## config.mk

```make
export PLATFORM = sky130hd
export DESIGN_NAME = uart_tx_fifo_ctrl
export DESIGN_NICKNAME = d
export VERILOG_FILES = /design/src/rtl/uart_tx_fifo_ctrl.sv
export SDC_FILE = /design/constraint.sdc
export NUM_CORES = 1
export LEC_CHECK = 0
export BUFFER_PORTS_ARGS = -buffer_cell sky130_fd_sc_hd__buf_4
export CORE_ASPECT_RATIO = 0.7
export CORE_UTILIZATION = 45
export CTS_CLUSTER_DIAMETER = 150
export DETAILED_ROUTE_END_ITERATION = 16
export PLACE_DENSITY = 0.59
export SYNTH_ARGS = -nofsm -noshare
export SYNTH_HDL_FRONTEND = slang
export SYNTH_SLANG_ARGS = --single-unit
```

## constraint.sdc

```tcl
create_clock -name clock -period 6.3 [get_ports clock]
set_input_delay 1.26 -clock clock [delete_from_list [all_inputs] [get_ports clock]]
set_output_delay 1.26 -clock clock [all_outputs]
set_load 0.02 [all_outputs]
```

## src/rtl/uart_tx_fifo_ctrl.sv

```systemverilog
// uart_tx_fifo_ctrl: TX FIFO and presentation sequencer feeding a UART shifter.
// Optional macro UART_TX_FIFO_THRESH_IRQ_EN adds a fill-level threshold interrupt.
`default_nettype none

module uart_tx_fifo_ctrl #(
  parameter int DEPTH = 16,
  parameter int DW    = 8
) (
  input  logic                       clock,
  input  logic                       reset_n,
  input  logic                       wr_en,
  input  logic [DW-1:0]              wr_data,
  input  logic                       fifo_clr,
  input  logic                       tx_en,
  input  logic                       tx_ready,
  output logic                       tx_valid,
  output logic [DW-1:0]              tx_data,
  output logic [$clog2(DEPTH):0]     tx_fifo_ptr,
  output logic                       full,
  output logic                       empty,
  output logic                       overrun,
`ifdef UART_TX_FIFO_THRESH_IRQ_EN
  input  logic [1:0]                 tx_thresh,
  output logic                       tx_thresh_irq,
`endif
  input  logic                       overrun_clr
);

  localparam int AW = $clog2(DEPTH);
  localparam logic [AW-1:0] PTR_ONE   = AW'(1);
  localparam logic [AW:0]   CNT_ONE   = (AW+1)'(1);
  localparam logic [AW:0]   CNT_DEPTH = (AW+1)'(DEPTH);

  typedef enum logic [0:0] {IDLE = 1'b0, PRESENT = 1'b1} state_t;

  logic [DW-1:0] mem [DEPTH];
  logic [AW-1:0] wr_ptr_q, wr_ptr_d;
  logic [AW-1:0] rd_ptr_q, rd_ptr_d;
  logic [AW:0]   count_q, count_d;
  logic          overrun_q, overrun_d;
  state_t        state_q, state_d;

  logic full_w, pop_w, push_w, ovr_ev_w;

  assign full_w   = (count_q == CNT_DEPTH);
  assign pop_w    = (state_q == PRESENT) && tx_ready && !fifo_clr;
  // A pop in the same cycle frees the slot, so a write into a full FIFO is accepted.
  assign push_w   = wr_en && (!full_w || pop_w) && !fifo_clr;
  assign ovr_ev_w = wr_en && full_w && !pop_w && !fifo_clr;

  always_comb begin
    wr_ptr_d  = wr_ptr_q;
    rd_ptr_d  = rd_ptr_q;
    count_d   = count_q;
    overrun_d = overrun_q;
    if (fifo_clr) begin
      wr_ptr_d = '0;
      rd_ptr_d = '0;
      count_d  = '0;
    end else begin
      if (push_w) wr_ptr_d = wr_ptr_q + PTR_ONE;
      if (pop_w)  rd_ptr_d = rd_ptr_q + PTR_ONE;
      if (push_w && !pop_w)      count_d = count_q + CNT_ONE;
      else if (pop_w && !push_w) count_d = count_q - CNT_ONE;
    end
    if (overrun_clr) overrun_d = 1'b0;
    if (ovr_ev_w)    overrun_d = 1'b1;
  end

  always_comb begin
    state_d = state_q;
    case (state_q)
      IDLE:    if ((count_q != '0) && tx_en) state_d = PRESENT;
      PRESENT: if (tx_ready) state_d = ((count_d != '0) && tx_en) ? PRESENT : IDLE;
      default: state_d = IDLE;
    endcase
    if (fifo_clr) state_d = IDLE;
  end

  always_ff @(posedge clock or negedge reset_n) begin
    if (!reset_n) begin
      wr_ptr_q  <= '0;
      rd_ptr_q  <= '0;
      count_q   <= '0;
      overrun_q <= 1'b0;
      state_q   <= IDLE;
    end else begin
      wr_ptr_q  <= wr_ptr_d;
      rd_ptr_q  <= rd_ptr_d;
      count_q   <= count_d;
      overrun_q <= overrun_d;
      state_q   <= state_d;
    end
  end

  // Storage is deliberately not reset.
  always_ff @(posedge clock) begin
    if (push_w) mem[wr_ptr_q] <= wr_data;
  end

  assign tx_valid    = (state_q == PRESENT);
  assign tx_data     = mem[rd_ptr_q];
  assign tx_fifo_ptr = count_q;
  assign full        = full_w;
  assign empty       = (count_q == '0);
  assign overrun     = overrun_q;

`ifdef UART_TX_FIFO_THRESH_IRQ_EN
  logic [AW:0] level_w;
  logic        thresh_irq_q;

  always_comb begin
    level_w = '0;
    case (tx_thresh)
      2'd1:    level_w = (AW+1)'(DEPTH / 4);
      2'd2:    level_w = (AW+1)'(DEPTH / 2);
      2'd3:    level_w = (AW+1)'((3 * DEPTH) / 4);
      default: level_w = '0;
    endcase
  end

  always_ff @(posedge clock or negedge reset_n) begin
    if (!reset_n) thresh_irq_q <= 1'b0;
    else          thresh_irq_q <= (count_q <= level_w);
  end

  assign tx_thresh_irq = thresh_irq_q;
`endif

endmodule

`default_nettype wire

```

==> results.json, run 1 <==
{
  "reg2reg_depth": 6,
  "htree_levels": 4,
  "worst_pin_slew_ns": 0.987,
  "grt.total_usage": 0.201,
  "startpoint_type": "flop",
  "r2r_slack_ns": 3.48,
  "cts_hold_buf": 0,
  "powerDensity_mw_per_mm2": 339,
  "tns_ns": 0,
  "vias": 3313,
  "clk_pin_slew_ns": 0.06,
  "status": "finished clean",
  "drtAntennaViolNets": 0,
  "start_util": 0.472,
  "fin_area_mm2": 0.00699,
  "ys_warn_count": 0,
  "yosys_register_bits": 143,
  "die_area_mm2": 0.0138,
  "port_buffers": 31,
  "holdPathStages": 2,
  "total_power_uw": 2370,
  "syn_inst": 370,
  "cts_tree": "built",
  "antenna_found_initial": 0,
  "slew_viol_final": 0,
  "drive_gt1_frac": 0.230,
  "post_cts_resized": 0,
  "cp.required_ns": 5.04,
  "netlist.area_leader.share": 0.640,
  "min_to": "overrun",
  "cts_buffers": 17,
  "syn_area_per_cell_um2": 16.2,
  "clockBufferDepth": 2,
  "critPathKind": "reg2out",
  "place_ws_ns": 2.51,
  "yosysUniqueCellTypes": 44,
  "final_common_cell": "edfxtp_1",
  "grt_pass1_vias": 3260,
  "rows": 34,
  "dr.pass1.iters": 5,
  "finalCritPeriodShare": 0.671,
  "clock_sinks": 143,
  "ys_seq_area_frac": 0.703,
  "clk_latency_ns": 0.42,
  "hold_class": "reg2reg",
  "fp.coreArea_mm2": 0.0127,
  "ys_top_cells_by_area": "edfxtp_1, dfrtp_1, mux4_2, mux2i_1, nor2_1",
  "synth_nets": 393,
  "critical_path_peak_fanout": 35,
  "routed_via_density": 5.71,
  "finalCriticalPeriod_ns": 4.23,
  "timing.final.ws_setup_ns": 2.07,
  "ir_drop_mv": 0.207,
  "nets": 428,
  "wl_mm": 12.8,
  "drv_cap": 0,
  "multi_input_area_mm2": 0.00162,
  "rsz0062_at_grt": "no",
  "synth.cell_area_mm2": 0.00600,
  "setup_viol": 0,
  "reg2reg_from": "tx_fifo_ptr[0]",
  "max_slew_margin": 0.342,
  "hold_viol": 0,
  "overflow": 0,
  "place_hpwl_mm": 8.21,
  "hold_slack_ns": 0.538,
  "cts-root-buf": "clkbuf_16",
  "cts_setup_buffers": 0,
  "fillCellCount": 1001,
  "antenna_cells": 0,
  "p_leak_uw": 0.00234,
  "place_area_mm2": 0.00635,
  "grt_max_degree": 36,
  "worstPathArrival_ns": 2.97,
  "die_w_um": 140,
  "max_freq_mhz": 236,
  "wire_per_inst_um": 22.1,
  "min_from": "overrun",
  "synth_top_area_cell": "edfxtp_1",
  "final_cell_mix": "edfxtp_1, buf_4, nor2_1",
  "synth_edf_count": 128,
  "grt_pass1_wl_mm": 19.7,
  "pin_count": 32,
  "async_flop_share": 0.105,
  "synth_top_flop_cell": "edfxtp_1",
  "fin_skew_ns": 0.00993,
  "synthToLayoutAreaGrowth_pct": 16.4,
  "seqCellArea_mm2": 0.00422,
  "drtIter0Drc": 352,
  "drc": 0,
  "worst_r2r_endpoint": "mem[12][5]",
  "gp_congestion": 0.781,
  "end_kind": "primary output",
  "fp.dieH_um": 98.6
}
-- synthesized netlist by cell type, types with 5 or more instances --
master    number
a21oi_1       12
a221oi_1       8
a22oi_1        8
buf_2          5
buf_4          5
clkbuf_1       6
dfrtp_1       15
edfxtp_1     128
ha_1           8
inv_1          7
mux2_2         8
mux2i_1       24
mux4_2        16
nand2_1       22
nor2_1        27
nor3_1         7
o21ai_0       20
xor2_1         5
-- area by class of cell --
type,count,share of cell area
multi-input combinational,199,0.232
timing repair buffer,37,0.0397
tap,162,0.0290
clock inverter,12,0.0274
sequential,143,0.604
inverter,7,0.00376
clock buffer,20,0.0639
-- per-stage QoR --
step	utilization	std cells
2_1_floorplan	-	370
3_3_place_gp	0.499	548
3_5_place_dp	0.499	548
4_1_cts	0.549	580
5_1_grt	0.549	580
6_report	0.549	580
-- critical path, stage by stage (launching register included) --
cell	delay (ns)
dfrtp_2	1.01
buf_4	0.47
mux4_2	0.58
a22oi_1	0.22
nand2_1	0.08
buf_4	0.16
-- cells by family (layout without fill, tap and decap cells) --
kind of cell | Yosys count | in the layout | synth area share
AND/OR/NAND/NOR | 72 | 72 | 0.0575
adder cells (fa/ha/maj) | 8 | 8 | 0.0167
flip-flops | 143 | 143 | 0.703
XOR/XNOR | 9 | 9 | 0.0131
buffers and inverters | 28 | 76 | 0.0267
multiplexers | 48 | 48 | 0.115
AO/OA/AOI/OAI | 62 | 62 | 0.0680
-- power by group --
| part | switching, µW | total (µW) | internal (µW) | leakage (µW) |
|---|---|---|---|---|
| Combinational | 108 | 204 | 95.5 | 0.000668 |
| Sequential | 29.8 | 1080 | 1050 | 0.00136 |
| Clock | 375 | 1090 | 710 | 0.000314 |
| Total | 514 | 2370 | 1850 | 0.00234 |
-- registers in the layout (all words and copies together), names as in the netlist --
name and cells:
wr_ptr_q 4, rd_ptr_q 4, tx_valid 1, mem 128
overrun 1, tx_fifo_ptr 5
-- worst max path at each step --
stage,endpoint,slack [ns],from,depth (start not counted)
4_1_cts,tx_data[3],2.03,rd_ptr_q[0],5
6_report,tx_data[3],2.07,rd_ptr_q[0],5
3_5_place_dp,tx_data[0],2.51,rd_ptr_q[0],5
5_1_grt,tx_data[2],1.89,rd_ptr_q[0],5
2_1_floorplan,mem[0][0],3.38,wr_en,5
3_3_place_gp,tx_data[0],2.49,rd_ptr_q[0],5
-- per-layer routing --
metal | part of all wire | global-route usage | wire length, µm | vias up
met5 | 0 | 0 | 0 | -
met4 | 0.015 | 0.0811 | 186 | 0
met3 | 0.054 | 0.0384 | 688 | 20
met2 | 0.43 | 0.272 | 5500 | 94
met1 | 0.50 | 0.317 | 6420 | 1682
li1 | - | - | - | 1517
(Power assumes the default switching activity.)
==> run 2: changes to the inputs <==
PLACE_DENSITY = 0.61   (was 0.59)
clock period = 3.7 ns   (was 6.3 ns; I/O delays follow)
==> run 2 against run 1 <==
Count of clock-buffer cells in the layout shrank 3. Global-route usage is 0.74 points lower. Die area is the same. Register-to-register slack worse by 2.6 ns. Clock power up 47%. Setup slack worse by 1.6 ns. Critical path type unchanged. Largest cell class unchanged. Largest power group is now registers.
==> results.json, run 2 (synthesized netlist as in run 1, its figures left out) <==
{
  "powerDensity_mw_per_mm2": 543,
  "grt_max_degree": 25,
  "max_slew_margin": 0.348,
  "status": "finished clean",
  "grt_pass1_vias": 3377,
  "seqCellArea_mm2": 0.00422,
  "top_register": "mem",
  "rsz0062_at_grt": "no",
  "drv_cap": 0,
  "cts_tree": "built",
  "hold_class": "in2async",
  "worst_pin_slew_ns": 0.975,
  "fillCellCount": 993,
  "worstPathArrival_ns": 2.47,
  "post_cts_resized": 0,
  "wire_per_inst_um": 21.0,
  "antenna_cells": 0,
  "grt_pass1_wl_mm": 19.1,
  "gp_congestion": 0.802,
  "clk_latency_ns": 0.42,
  "final_cell_mix": "edfxtp_1, buf_4, nor2_1",
  "end_kind": "primary output",
  "drc": 0,
  "clock_sinks": 143,
  "largest_register_ffs": 128,
  "cts_hold_buf": 0,
  "setup_viol": 0,
  "fin_skew_ns": 0.0132,
  "die_w_um": 140,
  "start_util": 0.472,
  "startpoint_type": "flop",
  "clk_pin_slew_ns": 0.06,
  "multi_input_area_mm2": 0.00162,
  "fp.dieH_um": 98.6,
  "cts_setup_buffers": 0,
  "critPathKind": "reg2out",
  "die_area_mm2": 0.0138,
  "rows": 34,
  "cp.required_ns": 2.96,
  "overflow": 0,
  "place_hpwl_mm": 8.21,
  "clockBufferDepth": 2,
  "utilization": 0.549,
  "routed_via_density": 5.62,
  "placed_cells": 555,
  "fp.coreArea_mm2": 0.0127,
  "r2r_slack_ns": 0.90,
  "port_buffers": 31,
  "final_common_cell": "edfxtp_1",
  "finalCriticalPeriod_ns": 3.21,
  "htree_levels": 4,
  "drtIter0Drc": 266,
  "drive_gt1_frac": 0.245,
  "antenna_found_initial": 0,
  "pin_count": 32,
  "wl_mm": 12.3,
  "vias": 3299,
  "dr.pass1.iters": 4,
  "slew_viol_final": 0,
  "tns_ns": 0,
  "max_freq_mhz": 312,
  "hold_viol": 0,
  "synthToLayoutAreaGrowth_pct": 16.3,
  "finalCritPeriodShare": 0.867,
  "total_power_uw": 3790,
  "nets": 435,
  "ir_drop_mv": 0.382,
  "final_cell_count_no_fill": 587,
  "cts-root-buf": "clkbuf_16",
  "drtAntennaViolNets": 0,
  "grt.total_usage": 0.194,
  "critical_path_peak_fanout": 15,
  "cts_buffers": 17,
  "p_leak_uw": 0.00234
}
[run 2: cell count changes in the layout (fill, tap and decap cells not counted)]
| cell | delta |
|---|---|
| clkbuf_8 | -1 |
| inv_6 | +2 |
| clkinv_4 | +4 |
| buf_12 | +1 |
| buf_4 | +6 |
| bufinv_16 | -4 |
| clkinv_2 | -3 |
| inv_8 | +1 |
| clkinvlp_4 | +2 |
| clkbuf_1 | -2 |
| clkinv_1 | +1 |
[run 2: report_power, final]
group | internal (µW) | total [µW] | switching (µW) | leakage, µW
Combinational | 166 | 364 | 198 | 0.000709
Clock | 931 | 1600 | 672 | 0.000269
Sequential | 1780 | 1820 | 39.2 | 0.00136
[run 2: path summary, 6_finish.rpt]
kind,startpoint,end,depth (start not counted)
worst max-delay path,rd_ptr_q[0],tx_data[1],5
worst min-delay path,reset_n,wr_ptr_q[1],1
worst max register to register,tx_fifo_ptr[1],mem[7][6],6
worst min register to register,overrun,overrun,2
max in group asynchronous,reset_n,rd_ptr_q[0],1
min in group clock,overrun_clr,overrun,2
[run 2: area by class of cell]
type / count / share of cell area
inverter: 7 / 0.00376
clock inverter: 15 / 0.0199
tap: 162 / 0.0290
clock buffer: 17 / 0.0610
sequential: 143 / 0.605
timing repair buffer: 44 / 0.0491
multi-input combinational: 199 / 0.233
[run 2: routing by layer]
layer | track usage | share of wire
met3 | 0.0466 | 0.043
met1 | 0.287 | 0.51
met4 | 0.0761 | 0.0093
met5 | 0 | 0
met2 | 0.276 | 0.44
[run 2: worst max-delay path, cell delays in order, from the launching register on]
cell,delay (ns)
dfrtp_2,0.64
buf_4,0.36
mux4_2,0.54
a22oi_1,0.21
nand2_1,0.12
buf_4,0.18
[run 2: stage by stage]
stage / hold WS [ns] / setup slack, ns / area [µm²]
floorplan: 0.444 / 1.03 / 6000
global placement: 0.523 / 0.937 / 6410
detailed placement: 0.531 / 0.931 / 6410
CTS: 0.169 / 0.487 / 6980
global route: 0.180 / 0.335 / 6980
finish: 0.169 / 0.490 / 6980
